[src/rtl/if_fetch_queue.sv]
// -----------------------------------------------------------------------------
// if_fetch_queue
//
// Instruction-fetch stage with a decoupling queue in front of decode. It owns
// the fetch PC, picks the next PC among sequential / branch / jump / register /
// interrupt / exception / error targets, and buffers up to QUEUE_DEPTH fetched
// {instruction, PC+4} pairs so fetch keeps running while decode stalls.
//
// Ports:
//   clk             in   1   clock, all state updates on the rising edge
//   rst_n           in   1   synchronous active-low reset
//   fetch_en        in   1   permits sequential fetch (hazard-unit PCWrite)
//   pc_sel          in   3   0 seq, 1 branch, 2 jump, 3 jr, 4 irq, 5 exc, 6/7 err
//   branch_target   in  32   redirect target for pc_sel=1
//   jump_target     in  32   redirect target for pc_sel=2
//   jr_target       in  32   redirect target for pc_sel=3
//   imem_addr       out 32   instruction memory address (== pc)
//   imem_rdata      in  32   instruction at imem_addr, combinational
//   imem_valid      in   1   imem_rdata is valid this cycle
//   id_valid        out  1   queue head valid
//   id_ready        in   1   decode accepts the head this cycle
//   id_instruction  out 32   head instruction, 0 when empty
//   id_pc_plus_4    out 32   head PC+4, 0 when empty
//   pc              out 32   current fetch PC
//   queue_count     out CW   queue occupancy, CW = $clog2(QUEUE_DEPTH)+1
//   queue_full      out  1   queue_count == QUEUE_DEPTH
//
// Handshake (decode side): the head entry transfers on a rising edge where
// id_valid && id_ready are both high. id_valid never depends on id_ready, and
// the head stays stable until it is transferred or a redirect flushes it.
// On the memory side a word is consumed on an edge where imem_valid is high,
// fetch is enabled, no redirect is requested and the queue has (or is making)
// room; otherwise imem_rdata is ignored and the PC holds.
// -----------------------------------------------------------------------------
module if_fetch_queue #(
  parameter int          QUEUE_DEPTH  = 4,
  parameter logic [31:0] RESET_VECTOR = 32'h8000_0000,
  parameter logic [31:0] IRQ_VECTOR   = 32'h8000_0004,
  parameter logic [31:0] EXC_VECTOR   = 32'h8000_0008,
  parameter logic [31:0] ERROR_VECTOR = 32'hFFFF_FFFF,
  parameter bit          PRESERVE_MSB = 1'b1,
  localparam int         PW           = $clog2(QUEUE_DEPTH),
  localparam int         CW           = $clog2(QUEUE_DEPTH) + 1
) (
  input  logic          clk,
  input  logic          rst_n,
  input  logic          fetch_en,
  input  logic [2:0]    pc_sel,
  input  logic [31:0]   branch_target,
  input  logic [31:0]   jump_target,
  input  logic [31:0]   jr_target,
  output logic [31:0]   imem_addr,
  input  logic [31:0]   imem_rdata,
  input  logic          imem_valid,
  output logic          id_valid,
  input  logic          id_ready,
  output logic [31:0]   id_instruction,
  output logic [31:0]   id_pc_plus_4,
  output logic [31:0]   pc,
  output logic [CW-1:0] queue_count,
  output logic          queue_full
);

  localparam logic [CW-1:0] FULL_COUNT = CW'(QUEUE_DEPTH);

  // ---------------------------------------------------------------------------
  // State
  // ---------------------------------------------------------------------------
  logic [31:0]   pc_q, pc_d;
  logic [PW-1:0] rd_ptr_q, rd_ptr_d;
  logic [PW-1:0] wr_ptr_q, wr_ptr_d;
  logic [CW-1:0] count_q, count_d;

  // Payload storage; contents are qualified by count_q and need no reset.
  logic [31:0] instr_mem_q [QUEUE_DEPTH];
  logic [31:0] pcp4_mem_q  [QUEUE_DEPTH];

  // ---------------------------------------------------------------------------
  // Sequential PC. With PRESERVE_MSB the kernel bit PC[31] is held and only
  // the low 31 bits increment, so the address space wraps within its half.
  // ---------------------------------------------------------------------------
  logic [31:0] pc_plus_4;

  generate
    if (PRESERVE_MSB) begin : g_keep_msb
      assign pc_plus_4 = {pc_q[31], pc_q[30:0] + 31'd4};
    end else begin : g_full_add
      assign pc_plus_4 = pc_q + 32'd4;
    end
  endgenerate

  // ---------------------------------------------------------------------------
  // Redirect target selection
  // ---------------------------------------------------------------------------
  logic        redirect;
  logic [31:0] redirect_pc;

  assign redirect = (pc_sel != 3'd0);

  always_comb begin
    redirect_pc = ERROR_VECTOR;
    case (pc_sel)
      3'd1:    redirect_pc = branch_target;
      3'd2:    redirect_pc = jump_target;
      3'd3:    redirect_pc = jr_target;
      3'd4:    redirect_pc = IRQ_VECTOR;
      3'd5:    redirect_pc = EXC_VECTOR;
      default: redirect_pc = ERROR_VECTOR;  // 6, 7 (0 is never used: no redirect)
    endcase
  end

  // ---------------------------------------------------------------------------
  // Queue control
  // ---------------------------------------------------------------------------
  logic full;
  logic empty;
  logic pop;
  logic push;

  assign full  = (count_q == FULL_COUNT);
  assign empty = (count_q == '0);

  // A redirect flushes the queue, so any pop or push in that cycle is moot.
  assign pop  = ~empty & id_ready & ~redirect;
  // A full queue can still accept a word when the head leaves on the same edge.
  assign push = ~redirect & fetch_en & imem_valid & (~full | pop);

  always_comb begin
    pc_d     = pc_q;
    rd_ptr_d = rd_ptr_q;
    wr_ptr_d = wr_ptr_q;
    count_d  = count_q;

    if (redirect) begin
      pc_d     = redirect_pc;
      rd_ptr_d = '0;
      wr_ptr_d = '0;
      count_d  = '0;
    end else begin
      if (push) begin
        pc_d     = pc_plus_4;
        wr_ptr_d = wr_ptr_q + PW'(1);
      end
      if (pop) begin
        rd_ptr_d = rd_ptr_q + PW'(1);
      end
      // Pointers wrap naturally because QUEUE_DEPTH is a power of two.
      case ({push, pop})
        2'b10:   count_d = count_q + CW'(1);
        2'b01:   count_d = count_q - CW'(1);
        default: count_d = count_q;
      endcase
    end
  end

  always_ff @(posedge clk) begin
    if (!rst_n) begin
      pc_q     <= RESET_VECTOR;
      rd_ptr_q <= '0;
      wr_ptr_q <= '0;
      count_q  <= '0;
    end else begin
      pc_q     <= pc_d;
      rd_ptr_q <= rd_ptr_d;
      wr_ptr_q <= wr_ptr_d;
      count_q  <= count_d;
    end
  end

  // Storage write is gated by rst_n so a reset edge never commits a word.
  always_ff @(posedge clk) begin
    if (rst_n && push) begin
      instr_mem_q[wr_ptr_q] <= imem_rdata;
      pcp4_mem_q[wr_ptr_q]  <= pc_plus_4;
    end
  end

  // ---------------------------------------------------------------------------
  // Outputs. An empty queue presents a zero bubble to decode.
  // ---------------------------------------------------------------------------
  assign pc             = pc_q;
  assign imem_addr      = pc_q;
  assign queue_count    = count_q;
  assign queue_full     = full;
  assign id_valid       = ~empty;
  assign id_instruction = empty ? 32'h0 : instr_mem_q[rd_ptr_q];
  assign id_pc_plus_4   = empty ? 32'h0 : pcp4_mem_q[rd_ptr_q];

endmodule

[config.mk]
export PLATFORM = sky130hd
export DESIGN_NAME = if_fetch_queue
export DESIGN_NICKNAME = d
export VERILOG_FILES = /design/src/rtl/if_fetch_queue.sv
export SDC_FILE = /design/constraint.sdc
export NUM_CORES = 1
export LEC_CHECK = 0
export ABC_AREA = 1
export CORE_UTILIZATION = 56
export DETAILED_ROUTE_END_ITERATION = 6
export PLACE_DENSITY = 0.94
export SYNTH_ARGS = -nofsm -noshare
export SYNTH_HDL_FRONTEND = slang
export SYNTH_SLANG_ARGS = --single-unit
export TNS_END_PERCENT = 50
[constraint.sdc]
create_clock -name clk -period 9.3 [get_ports clk]
set_input_delay 0.93 -clock clk [delete_from_list [all_inputs] [get_ports clk]]
set_output_delay 0.93 -clock clk [all_outputs]
set_load 0.1 [all_outputs]
**Word level (Yosys, flattened, before mapping)**

Memories as Yosys holds them, arrays and structs flattened. A register that Yosys moved wholly into a read port is not among the register bits.
Index checks and enable logic that the tools add are counted.
Widths: inputs -> output; s select.

- Memories: 2
- Input port bits: 136
- Flip-flop bits (word level): 39
- Output and inout port bits: 133
- Bits in writable memories: 256

Memory list:

| name | words | bits a word | rd ports | clocked after memory_dff | wr ports | RTL line | text |
|---|---|---|---|---|---|---|---|
| instr_mem_q | 4 | 32 | 1 | 1 | 1 | 75 | `logic [31:0] instr_mem_q [QUEUE_DEPTH];` |
| pcp4_mem_q | 4 | 32 | 1 | 1 | 1 | 76 | `logic [31:0] pcp4_mem_q [QUEUE_DEPTH];` |

- Multiplexer cells: 12
- Bitwise operators: 10
- Equality and inequality tests: 8
- Reduce and logical (&&, ||, !) cells: 6
- Add/sub/neg operators: 5

Operators with widths:

| kind | count |
|---|---|
| $pmux 32 s5 | 1 |
| $mux 32 | 3 |
| $add 31x3->31 const B | 1 |
| $mux 31 | 1 |
| $eq 3x3->1 const B | 3 |
| $mux 2 | 4 |
| $eq 3x2->1 const B | 2 |
| $pmux 3 s2 | 1 |
| $and 1x1->1 | 5 |
| $add 2x1->2 const B | 2 |
| $not 1->1 | 4 |
| $reduce_bool 2->1 | 2 |
| $add 3x1->3 const B | 1 |
| $eq 3x1->1 const B | 1 |
| $logic_not 3->1 | 1 |
| $reduce_bool 3->1 | 1 |
| $sub 3x1->3 const B | 1 |
| $eq 2x1->1 const B | 1 |
| $eq 2x2->1 const B | 1 |
| $mux 1 | 2 |
| $reduce_or 2->1 | 1 |
| $logic_and 1x1->1 | 1 |
| $or 1x1->1 | 1 |

**Depth between registers and ports, before layout**

- Depth after elaboration: 9
- Depth in mapped cells: 11

**Worst setup path after synthesis**

OpenSTA, ideal clock, no wires.

- Path kind: flip-flop to flip-flop
- Start point: reg count_q[1], in the netlist queue_count[1]
- End point: mem instr_mem_q[0][0] (enable)
- Slack: 4.030 ns
- Library setup time: 0.486 ns
- Arrival time: 4.784 ns
- Buffers on the path: 0
- Period minus slack after synthesis: 5.270 ns
- Stages on the path, launching flop included: 7
- Path through: dfxtp_1 > nor3_2 > nand2_1 > nand2_8 > inv_4 > nand2_1 > nor2_1

RTL lines:

| what | RTL line | text |
|---|---|---|
| from (decl) | 72 | `logic [CW-1:0] count_q, count_d;` |
| from (signal assigned) | 166 | `count_q <= count_d;` |
| $eq 3x3->1 | 120 | `assign full = (count_q == FULL_COUNT);` |
| net queue_full | 61 | `output logic queue_full` |
| $not 1->1 | 126 | `assign push = ~redirect & fetch_en & imem_valid & (~full \| pop);` |
| $or 1x1->1 | 126 |  |
| $and 1x1->1 | 126 |  |
| $logic_and 1x1->1 | 172 | `if (rst_n && push) begin` |
| $mux 1 | 172 |  |
| $mux 1 (not written as such) | 173 | `instr_mem_q[wr_ptr_q] <= imem_rdata;` |
| to (decl) | 75 |  |

The timed path passes the listed nets, and every way through them passes these cells.

==> results.cfg <==
[critical_path]
cp_data_arrival_time_ps = 4030
crit_path_max_incr_delay_ps = 1200
worst-path-buf-inv = 4
cp_max_fo = 65
end_kind = output port
cp-start-kind = register
worstPathRequired_ps = 8370
path_common_cell = buf_4
path_cells = buf_4 > inv_2 > buf_4 > nor2_1 > o21ai_0 > a21oi_1 > clkdlybuf4s50_1
critical-path-top-delay-family = buffers and inverters
cpMaxStageDelayCell = clkdlybuf4s50_1
setup.worst_path.class = reg2out
reg2reg_from = queue_count[1]

[power_and_ir_drop]
p_per_area_nw_per_um2 = 181.9
irDropWorstVdd_v = 0.0001416
power_leakage_nw = 6.060
finalPower_w = 0.003126

[yosys]
async_reset_ff_frac = 0
synth.distinct_cells = 41
syn_avg_cell_area_sq_um = 10.01
ys_seq_area_frac = 0.6285
synth_edf_count = 256
synth-seq-cells = 297
synth_ff_type = edfxtp_1
syn_nets = 1495
yosys_warnings = 0
syn_area_sq_um = 13540
synthCells = 1353

[global_routing]
grt_pass1_vias = 10250
antenna_found_initial = 0
grt_max_degree = 97
grt-ovfl-total = 0
grt_pass1_wl_um = 53390
grt_usage = 0.2809

[floorplanning]
die_h_um = 157.5
io_pins = 269
die_area_sq_um = 24800
fp-row-count = 56
fp.coreArea_sq_um = 23610
die-width_um = 157.5
initial_core_util = 0.5733

[placement]
dp_hpwl_um = 22690
place.gp.congestion = 0.9285
postPlaceCellArea_sq_um = 16150
port_buffers = 268

[layout]
drive_gt1_frac = 0.06384
area_delta_synth_final_pct = 26.95
fin_nets = 1701
seq_area_sq_um = 8513
postLayoutCellArea_sq_um = 17190
multi_input_area_sq_um = 4230
fill_cells = 1602
diodes = 0

[drt]
viasPerCell = 5.554
drtIter0Drc = 937
drc_errors = 0
routed_wl_um = 35060
routed-via-count = 10560
drt_first_pass_iters = 5
routedWlPerCell_um = 18.45
ant_nets = 0

[sta]
maxSlewHeadroom = 0.2421
fin_skew_ps = 19.08
setup_tns_ps = 0
min_period_over_period = 0.5331
rsz0062_at_grt = false
drv_slew = 0
period_minus_slack_ps = 4958
setup_viol = 0
tightest_slew_ps = 1133
final-hold-violation-count = 0
worst_hold_slack_ps = 526.8
fmaxAchievable_mhz = 201.7

[outcome]
outcome = complete, no violations

[clock_tree]
cts_buffers = 29
cts_tree = done
cts.sinks = 297
clk_pin_slew_ps = 70
clk_path_buf_depth = 3
clock_latency_ps = 540
postCtsSetupBuffers = 0
cts_root_buf = clkbuf_16
htreeDepth = 1
ctsResizeCount = 0
postCtsHoldBufs = 0

[min_path]
hold_path_class = reg2reg
holdCritStartpoint = wr_ptr_q[0]

[run]
max_cap_viol_count = 0
-- placed cells by master (no fill, tap or decap), types with 3 or more instances in the layout --
master           instances
a22oi_1                 12
edfxtp_1               256
nand3_1                 49
nor3_1                   3
a211oi_1                 4
clkdlybuf4s50_1        268
nand4_1                 11
nor2_4                  10
a21oi_1                 99
clkbuf_1                 3
clkbuf_16               29
dfxtp_1                 39
and2_1                   8
inv_1                   55
clkinv_2                 7
nor2_1                 302
a31oi_1                  3
nor2_2                   4
bufinv_16                6
o21ai_0                142
nand2_1                186
ha_1                     5
inv_2                    7
and3_1                   7
nor3_2                   3
clkinvlp_4               5
nand3b_1                 3
buf_4                   10
xor2_1                   9
o21ai_1                  9
-- cell families after synthesis --
group / synth area share
adders and majority gates: 0.006100
xor gates and xnor gates: 0.009520
DFF: 0.6285
and+or+nand+nor: 0.1887
buffers and inverters: 0.06211
AOI/OAI and AO/OA: 0.1051
-- synthesized netlist by cell type, types with 3 or more instances --
cell,count,area [sq um]
and3_1,7,43.79
a211oi_1,4,30.03
o21ai_0,142,710.7
inv_1,55,206.5
nor2_1,306,1149
o21ai_1,9,45.04
nor2_2,4,25.02
nand4_1,11,68.82
buf_2,29,145.1
buf_1,8,30.03
nand3_1,49,245.2
nor2_4,6,67.56
buf_6,3,33.78
a31oi_1,3,18.77
clkbuf_1,24,90.09
nor3_1,4,20.02
buf_4,39,292.8
inv_2,8,30.03
nor3_2,3,30.03
nand3b_1,3,22.52
a21oi_1,99,495.5
ha_1,5,62.56
and2_1,8,50.05
edfxtp_1,256,7687
xor2_1,9,78.83
dfxtp_1,41,820.8
a22oi_1,12,90.09
nand2_1,186,698.2
-- path summary, 6_finish.rpt --
path,to,slack (ps),cells after the start
worst max-delay path,id_pc_plus_4[18],4340,7
worst min-delay path,wr_ptr_q[0],530,2
worst max register to register,instr_mem_q[3][19],6430,7
worst min register to register,wr_ptr_q[0],530,2
-- sequential cells by signal, indices dropped and copies added, names as in the netlist, named ones only --
name / count
pcp4_mem_q: 128
instr_mem_q: 128
queue_count: 3
rd_ptr_q: 2
wr_ptr_q: 2
imem_addr: 32
-- metal layers --
metal / vias to the layer above / track usage / share of wire
met1: 4932 / 0.3494 / 0.39
met4: 0 / 0.1045 / 0.031
li1: 5004 / - / -
met3: 79 / 0.04102 / 0.075
met5: - / 0 / 0
met2: 544 / 0.4962 / 0.51
-- worst min-delay path, delay by kind of cell (launching register included) --
family	cells	cell delay, ps
DFF	1	350
AOI/OAI and AO/OA	1	60
and+or+nand+nor	1	80
-- power by group --
part	total [W]	leakage, nW	switching (W)	internal [W]
clock network	0.00124	0.495	0.000488	0.000752
registers	0.00149	2.63	0.0000280	0.00147
logic	0.000392	2.93	0.000275	0.000117
-- layout make-up --
class,count,share of cell area
repair buffers,278,0.1605
clock inverters,21,0.01660
well taps,319,0.02322
inverters,65,0.01456
flip-flops and latches,297,0.4953
multi-input cells,888,0.2461
clock buffers,33,0.04368
-- metrics by stage --
| stage | util | instances | setup WS (ps) |
|---|---|---|---|
| global placement | 0.6840 | 1847 | 4982 |
| global route | 0.7279 | 1901 | 4159 |
| CTS | 0.7279 | 1901 | 4337 |
| floorplan | - | 1353 | 4030 |
| finish | 0.7279 | 1901 | 4342 |
| detailed placement | 0.6840 | 1847 | 4922 |
No activity file was read; power rests on OpenSTA's default activity.
==> RTL change: new RTL, same settings <==
Change the parameter `QUEUE_DEPTH` from 4 to 8.
--- a/src/rtl/if_fetch_queue.sv
+++ b/src/rtl/if_fetch_queue.sv
@@ -33,7 +33,7 @@
 // room; otherwise imem_rdata is ignored and the PC holds.
 // -----------------------------------------------------------------------------
 module if_fetch_queue #(
-  parameter int          QUEUE_DEPTH  = 4,
+  parameter int          QUEUE_DEPTH  = 8,
   parameter logic [31:0] RESET_VECTOR = 32'h8000_0000,
   parameter logic [31:0] IRQ_VECTOR   = 32'h8000_0004,
   parameter logic [31:0] EXC_VECTOR   = 32'h8000_0008,
Interface: changed (resized queue_count); port bits go from 269 to 270. The function was not compared with the original's and may differ.
==> RTL change against the unedited design <==
  * Routed wire length rose by 77%
  * Setup slack worse by 1.3 ns
  * Design area increased by 62%
  * Clock power grew 73%
  * Power rose by 71%
  * Highest routed layer unchanged
  * Utilization is 4.8 points lower
  * Maximum frequency fell by 21%
  * Synthesized cell count rose by 52%
  * Hold slack lost 0.033 ns
  * Non-clock buffer count up 9
  * Synthesized area up 72%
  * Critical path type unchanged
  * Sequential cell count up 260
  * Largest cell class unchanged
  * First-iteration DRC count rose by 110%
==> RTL change: results <==
metrics = {
    "power_and_ir_drop": {
        "ir_drop_mv": 0.127,
        "power_leakage_nw": 9.23,
    },
    "min_path": {
        "hold_depth": 2,
    },
    "clocking": {
        "clk_pin_slew_ns": 0.06,
        "cts_buffers": 53,
        "insertion_delay_ns": 0.60,
        "cts-htree-levels": 2,
    },
    "layout": {
        "drive_gt1_share_pct": 5.35,
        "fin_cells": 2813,
        "nets": 2380,
    },
    "drt": {
        "wl_met3_mm": 6.41,
        "dr.pass1.iters": 6,
        "wire_per_inst_microns": 22.1,
        "met2_length_mm": 31.5,
        "met1_length_mm": 21.6,
        "vias": 17293,
        "initialDrtViolationCount": 1990,
    },
    "logic_synthesis": {
        "syn_inst": 2058,
        "synth_cell_type_count": 37,
        "synthAdderAreaFrac_pct": 0.354,
        "syn-num-nets": 2200,
        "synthXorXnorAreaFrac_pct": 0.601,
        "synth.area.top_cells": "edfxtp_1 (66%), o21ai_0 (7.5%), nor2_1 (7.2%)",
        "synth_compound_area_share_pct": 12.8,
        "netlist_top_cells_count": "edfxtp_1 (512), nor2_1 (446), o21ai_0 (349)",
        "yosysSeqAreaShare_pct": 69.9,
        "synth-edff-count": 512,
    },
    "setup_path": {
        "crit_family": "buffers and inverters",
        "crit_arrival_ns": 5.34,
        "crit_fanout": 103,
        "r2r_start": "queue_count[0]",
        "worst-r2r-setup-slack_ns": 4.75,
        "reg2reg_depth": 8,
        "endpoint": "id_instruction[4]",
    },
    "place": {
        "place_inst": 2715,
        "dpl_worst_slack_ns": 3.74,
        "gp_congestion": 0.955,
        "hpwl_mm": 35.7,
        "place_area_sq_um": 26100,
        "io_buffers": 269,
    },
    "outcome": {
        "status": "completed",
    },
    "global_route": {
        "grt_max_degree": 156,
        "grtUsageTotal_pct": 29.0,
        "antenna_found_initial": 1,
        "grt_pass1_wl_mm": 92.4,
    },
    "sta": {
        "fin_skew_ns": 0.0191,
        "setup_slack_ns": 3.03,
    },
}
RTL change: cell count changes after synthesis, moves of 56 or more:
cell / unedited run / this run
o21ai_0: 142 / 349
o22ai_1: 0 / 65
nor2_1: 306 / 446
edfxtp_1: 256 / 512
a31oi_1: 3 / 65
clkbuf_1: 24 / 80
RTL change: cells by family after synthesis:
kind of cell,after synthesis
and+or+nand+nor,701
DFF,557
AOI/OAI and AO/OA,555
buffers and inverters,223
xor gates and xnor gates,16
adders and majority gates,6
RTL change: how the worst min path moves through the flow:
stage                     start          end  slack, ns
detailed placement  rd_ptr_q[2]    flip-flop       0.47
global route        rd_ptr_q[2]    flip-flop       0.53
floorplan           rd_ptr_q[2]    flip-flop       0.43
CTS                 rd_ptr_q[2]    flip-flop       0.49
finish              rd_ptr_q[2]    flip-flop       0.49
global placement    rd_ptr_q[2]  rd_ptr_q[2]       0.44
RTL change: area by class of cell:
| cell class | count | area (sq um) |
|---|---|---|
| antenna | 1 | 2.50 |
| inverter | 61 | 239 |
| clock buffer | 63 | 1430 |
| clock inverter | 34 | 299 |
| fill | 2790 | 13100 |
| timing repair buffer | 287 | 2830 |
| sequential | 557 | 16300 |
| multi-input combinational | 1278 | 6070 |
| tap | 532 | 666 |
RTL change: worst reg2reg max path, cell delays in order (launching register included):
cell      delay [ns]
dfxtp_1         0.43
nor2_1          0.10
nand2_2         0.06
buf_4           0.67
nand3_2         0.24
a21boi_1        0.66
nand2_1         0.44
nor2_4          0.84
buf_4           0.70
RTL change: per-stage QoR:
stage | util, % | hold slack, ns
6_report | 68.0 | 0.494
5_1_grt | 68.0 | 0.529
4_1_cts | 68.0 | 0.487
3_5_place_dp | 63.7 | 0.471
3_3_place_gp | 63.7 | 0.445
2_1_floorplan | - | 0.433
RTL change: metal layers:
metal / vias to the layer above / global-route usage, %
li1: 7696 / -
met5: - / 0
met3: 163 / 5.66
met2: 1206 / 50.7
met1: 8228 / 34.7
met4: 0 / 12.9
RTL change: power by group:
part,leakage [nW],switching (mW),total [mW],internal (mW)
combinational,3.44,0.305,0.421,0.117
clock,0.843,0.907,2.14,1.23
sequential,4.94,0.0303,2.79,2.76
total,9.23,1.24,5.35,4.11
